`src/rtl/student_fir_sample_ctrl.sv`:
```
// Sample history controller for a FIR engine: writes each accepted sample into a
// circular DPRAM buffer, then streams the NumTaps most recent samples newest-first.
module student_fir_sample_ctrl #(
    parameter int AddrWidth = 10,
    parameter int DataSize  = 16,
    parameter int NumTaps   = 2**AddrWidth
) (
    input  logic                 clk_i,
    input  logic                 rst_i,
    input  logic                 sample_valid_i,
    input  logic [DataSize-1:0]  sample_i,
    output logic                 sample_ready_o,
    output logic                 ena_o,
    output logic                 wea_o,
    output logic [AddrWidth-1:0] addra_o,
    output logic [DataSize-1:0]  dia_o,
    output logic                 enb_o,
    output logic [AddrWidth-1:0] addrb_o,
    input  logic [DataSize-1:0]  dob_i,
    output logic                 tap_valid_o,
    output logic [DataSize-1:0]  tap_data_o,
    output logic [AddrWidth:0]   tap_idx_o,
    output logic                 tap_last_o,
    output logic                 busy_o,
    output logic                 overrun_o
);

    typedef enum logic [1:0] {IDLE, WRITE, READ, DRAIN} state_t;

    localparam int TapW = AddrWidth + 1;
    localparam logic [AddrWidth:0] LastTap = TapW'(NumTaps - 1);

    state_t               state;
    state_t               state_next;
    logic [AddrWidth-1:0] wr_ptr;
    logic [AddrWidth-1:0] addra_q;
    logic [AddrWidth-1:0] addrb_q;
    logic [DataSize-1:0]  dia_q;
    logic [AddrWidth:0]   tap_cnt;
    logic [AddrWidth:0]   tap_idx_q;
    logic                 tap_valid_q;
    logic                 overrun_q;
    logic                 last_read;

    assign last_read = (tap_cnt == LastTap);

    // NOTE: every output of this block gets a default first so no path infers a latch.
    always_comb begin
        state_next     = state;
        sample_ready_o = 1'b0;
        busy_o         = 1'b1;
        ena_o          = 1'b0;
        wea_o          = 1'b0;
        enb_o          = 1'b0;
        case (state)
            IDLE: begin
                sample_ready_o = 1'b1;
                busy_o         = 1'b0;
                if (sample_valid_i) state_next = WRITE;
            end
            WRITE: begin
                ena_o      = 1'b1;
                wea_o      = 1'b1;
                state_next = READ;
            end
            READ: begin
                enb_o = 1'b1;
                if (last_read) state_next = DRAIN;
            end
            DRAIN:   state_next = IDLE;
            default: state_next = IDLE;
        endcase
    end

    // Address/data registers are loaded one cycle ahead so they are stable while the
    // enables are high and simply hold their last value otherwise.
    always_ff @(posedge clk_i or posedge rst_i) begin
        if (rst_i) begin
            state       <= IDLE;
            wr_ptr      <= '0;
            addra_q     <= '0;
            addrb_q     <= '0;
            dia_q       <= '0;
            tap_cnt     <= '0;
            tap_idx_q   <= '0;
            tap_valid_q <= 1'b0;
            overrun_q   <= 1'b0;
        end else begin
            state       <= state_next;
            tap_valid_q <= (state == READ);
            if (state == IDLE && sample_valid_i) begin
                addra_q <= wr_ptr;
                dia_q   <= sample_i;
            end
            if (state == WRITE) begin
                wr_ptr  <= wr_ptr + AddrWidth'(1);
                addrb_q <= wr_ptr;
                tap_cnt <= '0;
            end
            if (state == READ) begin
                tap_cnt   <= tap_cnt + TapW'(1);
                tap_idx_q <= tap_cnt;
                if (!last_read) addrb_q <= addrb_q - AddrWidth'(1);
            end
            // A strobe outside IDLE is dropped; only the sticky flag records it.
            if (sample_valid_i && state != IDLE) overrun_q <= 1'b1;
        end
    end

    assign addra_o     = addra_q;
    assign dia_o       = dia_q;
    assign addrb_o     = addrb_q;
    assign tap_valid_o = tap_valid_q;
    assign tap_idx_o   = tap_idx_q;
    assign tap_last_o  = tap_valid_q && (tap_idx_q == LastTap);
    assign tap_data_o  = dob_i;
    assign overrun_o   = overrun_q;

endmodule
```
`config.mk`:
```
export PLATFORM = sky130hd
export DESIGN_NAME = student_fir_sample_ctrl
export DESIGN_NICKNAME = d
export VERILOG_FILES = /design/src/rtl/student_fir_sample_ctrl.sv
export SDC_FILE = /design/constraint.sdc
export NUM_CORES = 1
export LEC_CHECK = 0
export BUFFER_PORTS_ARGS = -buffer_cell sky130_fd_sc_hd__buf_2
export CAP_MARGIN = 20
export CORE_MARGIN = 1.5
export CORE_UTILIZATION = 50
export CTS_BUF_LIST = sky130_fd_sc_hd__clkbuf_4 sky130_fd_sc_hd__clkbuf_8
export DETAILED_ROUTE_END_ITERATION = 7
export PLACE_DENSITY_LB_ADDON = 0.05
export SETUP_SLACK_MARGIN = 0.2
export SYNTH_ARGS = -nofsm -noshare
export SYNTH_HDL_FRONTEND = slang
export SYNTH_SLANG_ARGS = --single-unit
```
`constraint.sdc`:
```
create_clock -name clk_i -period 3.1 [get_ports clk_i]
set_clock_uncertainty 0.2 [all_clocks]
set_input_delay 0.31 -clock clk_i [delete_from_list [all_inputs] [get_ports clk_i]]
set_output_delay 0.31 -clock clk_i [all_outputs]
set_load 0.02 [all_outputs]
```
==> key figures <==
Outcome
  • Status: finished with violations
  • Violated checks: design-rule violations

Final layout
  • Area Overhead vs Synth: 20.2%
  • Nets: 394
  • Fillers: 541
  • Ratio of cells with drive above 1 in the final layout: 40.2%
  • Most frequent cells in the layout: buf_2 (73), dfrtp_1 (72), mux2_2 (38), dlygate4sd3_1 (17), nand2_1 (13)
  • Most common cell after layout, fill and taps aside: buf_2
  • N_diodes: 0

Pwr
  • Clock share of power: 17.5%
  • P_int: roughly 2.3 mW
  • Peak VDD IR: 521 uV
  • Sequential share of power: 38.4%
  • Cell Pwr Density: 958 nW/um^2
  • Sw frac: about 41%
  • Sw power: 1.58 mW
  • Total power: 3.89 mW
  • Leak Pwr: ~1.9 nW
  • Comb power frac: ~44%

Critical path
  • CP Max Fanout: 10
  • Register-to-Register Path Depth: 5
  • Required @ worst endpoint: 3.14 ns
  • WS Path Type: reg -> reg
  • R2R Setup Slk: 0.77 ns
  • Data arrival, critical path: 2.36 ns
  • Critical path launch point type: flip-flop
  • Setup crit end kind: flip-flop
  • Reg2reg start: tap_cnt[0]$_DFFE_PP0P_
  • R2R Path End: state[1]$_DFFE_PP0P_

Global routing
  • GR Overflow Total: 0
  • First-pass GRT wire length: 11100 um
  • Initial antenna violation count: 0
  • Global router's overall resource usage: between 10% and 20%
  • Largest net degree at the start of global routing: 43
  • Vias in the first global route: 2305

Synthesis
  • Count of different cell masters after synthesis: 40
  • Syn Inst Count: around 270
  • Avg Inst Size Synth: approximately 12 sq um
  • Mapped Area: 3380 sq um
  • Post-synthesis sequential area ratio: between 50% and 60%
  • Seq cells post-synth: 72
  • Synth warn: 0
  • Post-synth net total: 313

Floorplan
  • Die Ht: 85.2 um
  • CORE AREA: 6460 sq um
  • Top-level I/O count: 106
  • Die Area: 7260 sq um
  • Row Count: 29
  • Die X: around 85 um
  • Initial cell density of the core: 52.3%

STA
  • RSZ-0062 raised after global routing: false
  • Final-report hold violation count: 0
  • Slew Limit Fails: 0
  • Slew HR: 53.4%
  • Tcrit/Tclk final: 75.1%
  • Final setup TNS: 0 ns
  • Final setup viols: 0
  • Slew @ Worst Pin: a little under 0.7 ns
  • Min Tclk post-route: 2.33 ns
  • Final Worst Setup Slack: 0.771 ns
  • Max Freq: 429 MHz

Clock network
  • TritonCTS Sinks: just over 70
  • CTS tree: done
  • Root buf cell: clkbuf_8
  • Register clock-pin slew on the reported worst setup and hold paths: 0.08 ns
  • CTS buffer count: 9
  • Worst-Skew Late Latency: 0.35 ns
  • Post-CTS sizing: 0
  • H-tree depth: 3
  • Clock Path Buffers: 2

Worst hold path
  • Hold Path Sink: overrun_o$_DFFE_PP0P_
  • Worst min path class: in -> reg
  • Hold Path Depth: 2
  • Worst hold start: sample_valid_i

Flow run
  • Max-Cap Viols: 0

Drt
  • Residual DRC: 8
  • WL final: 6700 um
  • Initial DRT Pass Iterations: 6
  • DR vias: 2370
  • Number of DRC markers in iteration 0: 130
  • ANT nets after route: 0
  • Via/cell ratio: 5.45
  • DR WL/cell: 15.4 um

Placement
  • I/O Buffers: 73
  • Hpwl dp: 4530 um
  • Post-Place Setup Slack: 0.750 ns
  • GPL Wtd Cong: 0.816
==> final cells by class <==
cell class	instances	area, sq um	area share, %
Clock inverter	6	41.3	1.02
Inverter	13	48.8	1.20
Clock buffer	10	138	3.39
Timing Repair Buffer	93	571	14.0
Sequential cell	72	1800	44.3
Tap cell	77	96.3	2.37
Multi-Input combinational cell	164	1370	33.7
==> stage by stage <==
step	area, sq um	hold slack (ns)	cells	utilization [%]
4_1_cts	4070	0.0179	435	62.9
6_report	4070	0.0300	435	62.9
2_1_floorplan	3380	0.231	272	-
3_5_place_dp	3720	0.252	402	57.5
3_3_place_gp	3720	0.238	402	57.5
5_1_grt	4070	0.0181	435	62.9
==> routing by layer <==
metal  up-vias  part of all wire [%]  global-route usage (%)
li1       1121                     -                       -
met1      1166                    44                    25.1
met2        67                    49                    32.0
met3        16                   4.7                    5.64
met4         0                   2.2                    8.94
met5         -                     0                       0
==> flip-flops by register name (all words and copies together), names as in the netlist <==
name,count
tap_valid_o,1
overrun_o,1
dia_o,16
state,2
tap_cnt,11
addrb_o,10
tap_idx_o,11
addra_o,10
wr_ptr,10
==> synth_stat cells <==
master / instances / area share [%]
a21o_1: 1 / 0.22
a21oi_1: 4 / 0.59
and3_1: 4 / 0.74
buf_4: 18 / 4.0
buf_6: 1 / 0.33
clkbuf_1: 4 / 0.44
dfrtp_1: 72 / 53
ha_1: 6 / 2.2
inv_1: 13 / 1.4
mux2_2: 38 / 13
mux2_4: 1 / 0.44
mux2i_1: 4 / 1.2
nand2_1: 13 / 1.4
nand2_4: 1 / 0.33
nand2b_1: 1 / 0.19
nand3_1: 5 / 0.74
nand3_4: 2 / 1.0
nand3b_1: 1 / 0.22
nand4_1: 8 / 1.5
nand4b_1: 2 / 0.52
nor2_1: 7 / 0.78
nor2b_1: 4 / 0.74
nor3_1: 6 / 0.89
nor3b_1: 4 / 0.89
nor4_1: 2 / 0.37
o211ai_1: 1 / 0.22
o21a_4: 1 / 0.44
o21ai_0: 8 / 1.2
o221a_1: 7 / 2.3
o22a_2: 1 / 0.30
o22ai_1: 4 / 0.74
o2bb2ai_1: 1 / 0.26
o31ai_1: 1 / 0.22
o41a_2: 2 / 0.74
o41ai_4: 1 / 0.81
or2_2: 4 / 0.74
or3_1: 1 / 0.19
or4_1: 1 / 0.22
xnor2_1: 12 / 3.1
xor2_1: 5 / 1.3
==> power groups by stage <==
| stage | Clock, mW | Combinational (mW) | Sequential (mW) |
|---|---|---|---|
| global placement | 0 | 1.69 | 1.50 |
| CTS | 0.699 | 1.74 | 1.50 |
| finish | 0.680 | 1.72 | 1.49 |
| floorplan | 0 | 1.03 | 1.74 |
| global route | 0.738 | 1.88 | 1.54 |
| detailed placement | 0 | 1.72 | 1.51 |
==> worst max-delay path by stage <==
stage	startpoint	end	slack (ns)	depth (start not counted)
floorplan	rst_i	addra_o[0]$_DFFE_PP0P_	0.77	1
detailed placement	tap_cnt[0]$_DFFE_PP0P_	state[1]$_DFFE_PP0P_	0.75	5
finish	tap_cnt[0]$_DFFE_PP0P_	state[1]$_DFFE_PP0P_	0.77	5
CTS	tap_cnt[0]$_DFFE_PP0P_	state[1]$_DFFE_PP0P_	0.74	5
global route	tap_cnt[0]$_DFFE_PP0P_	state[1]$_DFFE_PP0P_	0.60	5
global placement	tap_cnt[0]$_DFFE_PP0P_	state[1]$_DFFE_PP0P_	0.83	5
==> cells by family after synthesis <==
group	count (synthesis)	synth area share [%]
AOI/OAI and AO/OA	32	8.07
xor gates and xnor gates	17	4.40
adders and majority gates	6	2.22
buffers and inverters	36	6.22
DFF	72	53.3
muxes	43	14.3
and+or+nand+nor	66	11.5
==> what timing repair did <==
item	4_1_cts	5_1_grt
hold buffers	17	0
buffers inserted	0	0
hold endpoints to repair	46	0
==> worst max-delay path, stage by stage, from the launching register on <==
cell and delay (ns):
dfrtp_1 0.40, ha_1 0.28, nand3_1 0.20, o41ai_4 0.61, o21a_4 0.24, mux2_4 0.29
Note: power is estimated with default switching activity, not from simulation.
